### src/rtl/hazard_scoreboard.sv
// Tracks destination registers in flight through E/M/W and resolves D-stage
// read hazards: stall request, forwarding source select and data-ready flag.
module hazard_scoreboard #(
    parameter int TNEW_W = 2,
    parameter int CNT_W  = 32
) (
    input  logic              clk,
    input  logic              reset,
    input  logic              d_valid,
    input  logic [4:0]        d_rs,
    input  logic [4:0]        d_rt,
    input  logic [TNEW_W-1:0] d_tuse_rs,
    input  logic [TNEW_W-1:0] d_tuse_rt,
    input  logic [4:0]        d_a3,
    input  logic [TNEW_W-1:0] d_tnew,
    output logic              stall,
    output logic [1:0]        fwd_rs_sel,
    output logic              fwd_rs_rdy,
    output logic [1:0]        fwd_rt_sel,
    output logic              fwd_rt_rdy,
    output logic [4:0]        e_a3,
    output logic [4:0]        m_a3,
    output logic [4:0]        w_a3,
    output logic [CNT_W-1:0]  stall_cnt
);

    logic [4:0]        e_a3_reg, m_a3_reg, w_a3_reg;
    logic [TNEW_W-1:0] e_tnew_reg, m_tnew_reg;
    logic [CNT_W-1:0]  stall_cnt_reg;

    // One identical lookup per source: index 0 is rs, index 1 is rt.
    for (genvar gi = 0; gi < 2; gi++) begin : lookup
        logic [4:0]        src;
        logic [TNEW_W-1:0] tuse;
        logic [1:0]        sel;
        logic              rdy;
        logic              req;

        assign src  = (gi == 0) ? d_rs : d_rt;
        assign tuse = (gi == 0) ? d_tuse_rs : d_tuse_rt;

        // Youngest match wins; src != 0 already excludes empty (a3 == 0) entries.
        always_comb begin
            sel = 2'd0;
            rdy = 1'b0;
            req = 1'b0;
            if (d_valid && (src != 5'd0) && (tuse != '1)) begin
                if (e_a3_reg == src) begin
                    sel = 2'd1;
                    rdy = (e_tnew_reg == '0);
                    req = (e_tnew_reg > tuse);
                end else if (m_a3_reg == src) begin
                    sel = 2'd2;
                    rdy = (m_tnew_reg == '0);
                    req = (m_tnew_reg > tuse);
                end else if (w_a3_reg == src) begin
                    sel = 2'd3;
                    rdy = 1'b1;
                    req = 1'b0;
                end
            end
        end
    end

    assign stall      = lookup[0].req | lookup[1].req;
    assign fwd_rs_sel = lookup[0].sel;
    assign fwd_rs_rdy = lookup[0].rdy;
    assign fwd_rt_sel = lookup[1].sel;
    assign fwd_rt_rdy = lookup[1].rdy;
    assign e_a3       = e_a3_reg;
    assign m_a3       = m_a3_reg;
    assign w_a3       = w_a3_reg;
    assign stall_cnt  = stall_cnt_reg;

    // W's result is always available, so only its destination is kept.
    always_ff @(posedge clk or posedge reset) begin
        if (reset) begin
            e_a3_reg      <= 5'd0;
            e_tnew_reg    <= '0;
            m_a3_reg      <= 5'd0;
            m_tnew_reg    <= '0;
            w_a3_reg      <= 5'd0;
            stall_cnt_reg <= '0;
        end else begin
            w_a3_reg   <= m_a3_reg;
            m_a3_reg   <= e_a3_reg;
            m_tnew_reg <= (e_tnew_reg == '0) ? '0 : e_tnew_reg - TNEW_W'(1);
            if (d_valid && !stall) begin
                e_a3_reg   <= d_a3;
                e_tnew_reg <= d_tnew;
            end else begin
                e_a3_reg   <= 5'd0;
                e_tnew_reg <= '0;
            end
            stall_cnt_reg <= stall_cnt_reg + CNT_W'(stall);
        end
    end

endmodule

### config.mk
export PLATFORM = sky130hd
export DESIGN_NAME = hazard_scoreboard
export DESIGN_NICKNAME = d
export VERILOG_FILES = /design/src/rtl/hazard_scoreboard.sv
export SDC_FILE = /design/constraint.sdc
export NUM_CORES = 1
export LEC_CHECK = 0
export ABC_CLOCK_PERIOD_IN_PS = 2630
export CAP_MARGIN = 20
export CORE_AREA = 2 2 83 85
export CTS_CLUSTER_SIZE = 40
export DETAILED_ROUTE_END_ITERATION = 8
export DIE_AREA = 0 0 85 87
export PLACE_DENSITY = 0.77
export SETUP_SLACK_MARGIN = 0.02
export SYNTH_ARGS = -nofsm -noshare
export SYNTH_HDL_FRONTEND = slang
export SYNTH_SLANG_ARGS = --single-unit
### constraint.sdc
create_clock -name clk -period 2.63 [get_ports clk]
set_input_delay 0.526 -clock clk [delete_from_list [all_inputs] [get_ports clk]]
set_output_delay 0.526 -clock clk [all_outputs]
set_load 0.005 [all_outputs]
## After elaboration in Yosys (flattened, before gate mapping)

Index checks and enable logic that the tools add are counted.

- Register bits after elaboration: 51
- Word-level logic and storage cells: 56
- Output and inout port bits: 54
- Bits of input ports: 24

- Bitwise gates (word level): 1
- $add $sub $neg: 2
- Reduce and logical (&&, ||, !) cells: 10
- Multiplexer cells: 25
- Eq/ne operators: 8
- Magnitude comparators: 4

Operators by type and width:

| operator | count |
|---|---|
| adder 32 x 1 -> 32 bit | 1 |
| == test 5 bit | 6 |
| 2-to-1 mux 2 bit | 10 |
| 2-to-1 mux 1 bit | 14 |
| nonzero test 5 bit | 2 |
| > comparator 2 bit | 4 |
| logical AND 1 bit | 5 |
| 2-to-1 mux 5 bit | 1 |
| zero test 2 bit | 2 |
| != test 2 bit, second input constant | 2 |
| subtractor 2 x 1 -> 2 bit, second input constant | 1 |
| zero test 1 bit | 1 |
| bitwise OR 1 bit | 1 |

## Longest topological paths before layout

- Depth after elaboration: 8
- Gate-level depth with buffers: 14
- Mapped depth without buffers: 14

## Worst setup path before layout

OpenSTA, ideal clock, no wires.

- Path type: input to register
- Start: input port d_tuse_rt[1]
- End: register stall_cnt_reg[18] (netlist: stall_cnt[18])
- Setup slack: -0.192 ns
- Stages on the path: 14
- Library setup time: 0.079 ns
- Path buffers: 0
- Data arrival time: 2.743 ns
- Required time: 2.551 ns
- Path through: inv_1 -> ha_1 -> nor2b_1 -> a2bb2oi_1 -> nand4_1 -> a21oi_2 -> or2_1 -> ha_1 -> ha_1 -> nand3_1 -> nor3_2 -> nand2b_1 -> nor2_1 -> xor2_1

- Longest elaborated chain between the ends: 6
- Elaborated cells on any way between the ends: 9
- Those cells by class: add/sub: 1; order compare: 2; eq/ne: 1; mux: 3; bitwise: 1; reduce/logical: 1

Ends and longest elaborated chain:

| what | line | text |
|---|---|---|
| from (decl) | 13 | `input logic [TNEW_W-1:0] d_tuse_rt,` |
| > comparator 2 bit | 55 | `req = (m_tnew_reg > tuse);` |
| 2-to-1 mux 1 bit | 52 | `end else if (m_a3_reg == src) begin` |
| 2-to-1 mux 1 bit | 48 | `if (e_a3_reg == src) begin` |
| 2-to-1 mux 1 bit (*) | 47 | `if (d_valid && (src != 5'd0) && (tuse != '1)) begin` |
| bitwise OR 1 bit (*) | 65 | `assign stall = lookup[0].req \| lookup[1].req;` |
| via stall | 16 | `output logic stall,` |
| adder 32 x 1 -> 32 bit (*) | 95 | `stall_cnt_reg <= stall_cnt_reg + CNT_W'(stall);` |
| to (signal assigned) | 95 |  |
| to (decl) | 29 | `logic [CNT_W-1:0] stall_cnt_reg;` |

Mark *: on every way through the listed nets, which the timed path passes. The rest lies on a longest branch.

## Final worst setup path

- Start: input port d_rt[2]
- End: output port stall

- Longest elaborated chain between the ends: 5
- Elaborated cells on any way between the ends: 9
- Those cells by class: eq/ne: 2; mux: 3; bitwise: 1; reduce/logical: 3

Ends and longest elaborated chain:

| what | line | text |
|---|---|---|
| from (decl) | 11 | `input logic [4:0] d_rt,` |
| == test 5 bit or nonzero test 5 bit (tied branches) | 52, 47 |  |
| 2-to-1 mux 1 bit or logical AND 1 bit (tied branches) | 52, 47 |  |
| 2-to-1 mux 1 bit or logical AND 1 bit (tied branches) | 48, 47 |  |
| 2-to-1 mux 1 bit (*) | 47 |  |
| bitwise OR 1 bit (*) | 65 |  |
| to (decl) | 16 |  |

Mark *: on every way between the ends. The rest lies on a longest branch, timed or not.

==> run_results.csv <==
group,metric,value,unit
synthesis,synth_area,2690,um2
drt,ant_nets,0,
finish,design_area,4170,um2
sta,fmaxAchievable,367,MHz
synthesis,async_flop_share,100,%
power,p_per_area,401,nW/um2
global_routing,track_usage,20.4,%
drt,via_per_inst,5.10,
worst_setup_path,endpoint,"stall",
sta,layout_setup_ws,-0.0919,ns
worst_setup_path,cp_slowest_stage_delay,0.54,ns
global_routing,grt_pass1_vias,2474,
synthesis,ys_ff_latch,51,
worst_setup_path,r2r_start,"m_tnew_reg[1]",
cts,clockRootBuffer,"clkbuf_8",
drt,first_pass_iters,4,
worst_setup_path,worstReg2RegEnd,"stall_cnt[18]",
placement,gp_congestion,0.895,
synthesis,synth_warnings,0,
sta,finalHoldViolations,0,
cts,clk_path_buf_depth,2,
worst_setup_path,crit_chain,"buf_2 -> or4_4 -> o211ai_2 -> a31o_2 -> a21oi_2 -> or2_4 -> buf_4 -> buf_4 -> buf_4",
power,peakVddDrop,289,uV
synthesis,yosys_most_used_dff,"dfrtp_1",
global_routing,use_met1,24.3,%
global_routing,top_usage_layer,"met2",
worst_setup_path,cp_slowest_cell,"or4_4",
finish,area_delta_synth_final,54.7,%
worst_setup_path,crit_type,"in -> out",
floorplanning,start_util,41.0,%
floorplanning,fp.dieW,85,um
power,p_leak,1.87,nW
worst_hold_path,hold_class,"reg -> reg",
worst_setup_path,startpoint_type,"input pin",
status,violations,"negative setup slack",
power,power,1.67,mW
status,status,"complete, but fails checks",
worst_setup_path,cp-end-kind,"output pin",
global_routing,antenna_found_initial,0,
cts,cts_tree,"yes",
placement,placed_area,3900,um2
worst_setup_path,startpoint,"d_rt[2]",
run,cap_viol_max_count,0,
global_routing,use_met3,4.17,%
finish,num-fill-cells,552,
global_routing,grt_overflow,0,
synthesis,synth_area_leader_cell,"dfrtp_1",
drt,vias,2370,
worst_setup_path,critPathArrivalTime,2.20,ns
sta,finalSetupViolCount,11,
global_routing,met2_usage,38.1,%
placement,port-buffer-count,77,
drt,first_iter_violations,117,
floorplanning,die_y,87,um
finish,layout-drive-gt1-share,30.1,%
sta,grt_setup_unrepaired,"true",
placement,dp_hpwl,5.48,mm
synthesis,postSynthCellCount,252,
worst_setup_path,worstPathRequired,2.10,ns
synthesis,synth-edff-count,0,
worst_setup_path,path_delay_family,"simple AND/OR/NAND/NOR gates",
sta,skew,0.0108,ns
synthesis,synth_top_area_share,47.4,%
cts,insertion_delay,0.30,ns
worst_setup_path,cpMostUsedCell,"buf_4",
sta,setup_tns,-0.481,ns
synthesis,syn_area_per_cell,10.7,um2
finish,n_antenna_cell,0,
floorplanning,num_rows,30,
global_routing,grt_pass1_wl,12.0,mm
global_routing,grt_max_degree,52,
sta,tightestPinTransition,0.637,ns
drt,wl_per_cell,15.8,um
worst_setup_path,reg2reg_slack,-0.08,ns
finish,largest_reg_flops,32,
synthesis,mappedNetlistNets,286,
cts,clk_pin_slew,0.09,ns
finish,final_nets,418,
floorplanning,io_pins,78,
worst_setup_path,worstRegToRegCells,15,
worst_setup_path,cp_max_fo,4,
drt,drc,0,
cts,htreeDepth,2,
sta,period_needed,2.72,ns
sta,slew_viol_final,0,
cts,cts_sinks,51,
synthesis,synth.most_common_cell,"dfrtp_1",
worst_setup_path,crit_buf_inv,4,
synthesis,synth.distinct_cells,35,
cts,cts_made_buffers,5,
synthesis,synth_top_cells_by_count,"51 x dfrtp_1, 34 x xnor2_1, 28 x nand2_1",
worst_setup_path,crit_cells,9,
drt,wirelength,7.34,mm
sta,fin_crit_sh,103,%
synthesis,synthTopCellsByArea,"dfrtp_1 47%, xnor2_1 11%, xor2_1 8.5%",
floorplanning,dieArea,7400,um2
sta,slew_headroom,57.5,%
synthesis,synth_seq_area_share,47.4,%
floorplanning,core_area,6570,um2
per-layer routing:
metal	up-vias	part of all wire, %
met3	8	6.2
met1	1159	41
met4	0	0.76
met2	69	52
met5	-	0
li1	1134	-
cell type report:
type / count / area [um2] / share of cell area [%]
Multi-Input combinational cell: 191 / 1560 / 37.5
Sequential cell: 51 / 1280 / 30.7
Timing Repair Buffer: 127 / 1100 / 26.3
Tap cell: 80 / 100 / 2.40
Clock buffer: 6 / 72.6 / 1.74
Inverter: 8 / 42.5 / 1.02
Clock inverter: 2 / 12.5 / 0.300
worst reg2reg max path, stage by stage (launching register included):
cell	delay, ns
dfrtp_2	0.46
ha_4	0.28
nor2b_4	0.13
a2bb2oi_2	0.14
nand4_1	0.14
a21oi_4	0.17
or2_4	0.15
buf_6	0.09
ha_4	0.13
ha_4	0.13
buf_6	0.10
nand3_4	0.08
nor3_4	0.23
nand2b_1	0.13
nor2_2	0.14
xor2_1	0.14
power breakdown:
part | leakage (nW) | internal, mW | switching, mW | total (mW)
Combinational | 1.14 | 0.204 | 0.152 | 0.356
Sequential | 0.687 | 0.821 | 0.0538 | 0.875
Clock | 0.0412 | 0.186 | 0.253 | 0.439
Total | 1.87 | 1.21 | 0.459 | 1.67
kinds of logic (layout without fill, tap and decap cells):
group | after synthesis | in the layout | share of synthesized area, %
flip-flops | 51 | 51 | 47.4
AND/OR/NAND/NOR | 103 | 103 | 20.8
AO/OA/AOI/OAI | 18 | 18 | 6.23
XOR/XNOR | 60 | 60 | 19.5
adder cells (fa/ha/maj) | 10 | 10 | 4.65
buffers and inverters | 10 | 143 | 1.39
per-stage QoR:
stage | setup WS (ns) | cells | util (%) | hold WS (ns)
3_3_place_gp | -0.765 | 443 | 59.3 | 0.466
4_1_cts | -0.209 | 458 | 61.7 | 0.491
6_report | -0.0919 | 465 | 63.4 | 0.490
3_5_place_dp | -0.801 | 443 | 59.3 | 0.469
2_1_floorplan | -0.102 | 252 | - | 0.438
5_1_grt | -0.262 | 465 | 63.4 | 0.512
timing repair:
item	CTS	global route
endpoints found under the setup margin	37	29
pin swaps	21	18
resized for setup	68	20
setup buffers	7	7
hold buffers	0	0
worst min-delay path by stage:
stage	from	endpoint	depth (start not counted)
2_1_floorplan	e_tnew_reg[0]	m_tnew_reg[0]	1
3_3_place_gp	stall_cnt[31]	stall_cnt[31]	1
3_5_place_dp	m_a3[2]	w_a3[2]	0
4_1_cts	m_a3[2]	w_a3[2]	0
5_1_grt	m_a3[2]	w_a3[2]	0
6_report	m_a3[0]	w_a3[0]	0
placed cells by master (no fill, tap or decap), types with 7 or more instances in the layout:
| master | count |
|---|---|
| and3_1 | 7 |
| buf_2 | 7 |
| buf_4 | 49 |
| clkdlybuf4s50_1 | 56 |
| dfrtp_1 | 49 |
| nand2_1 | 25 |
| nand3_1 | 14 |
| nand4_1 | 10 |
| nor3_1 | 9 |
| nor3_2 | 7 |
| xnor2_1 | 33 |
| xor2_1 | 26 |
Power figures use the tool's default switching activity.
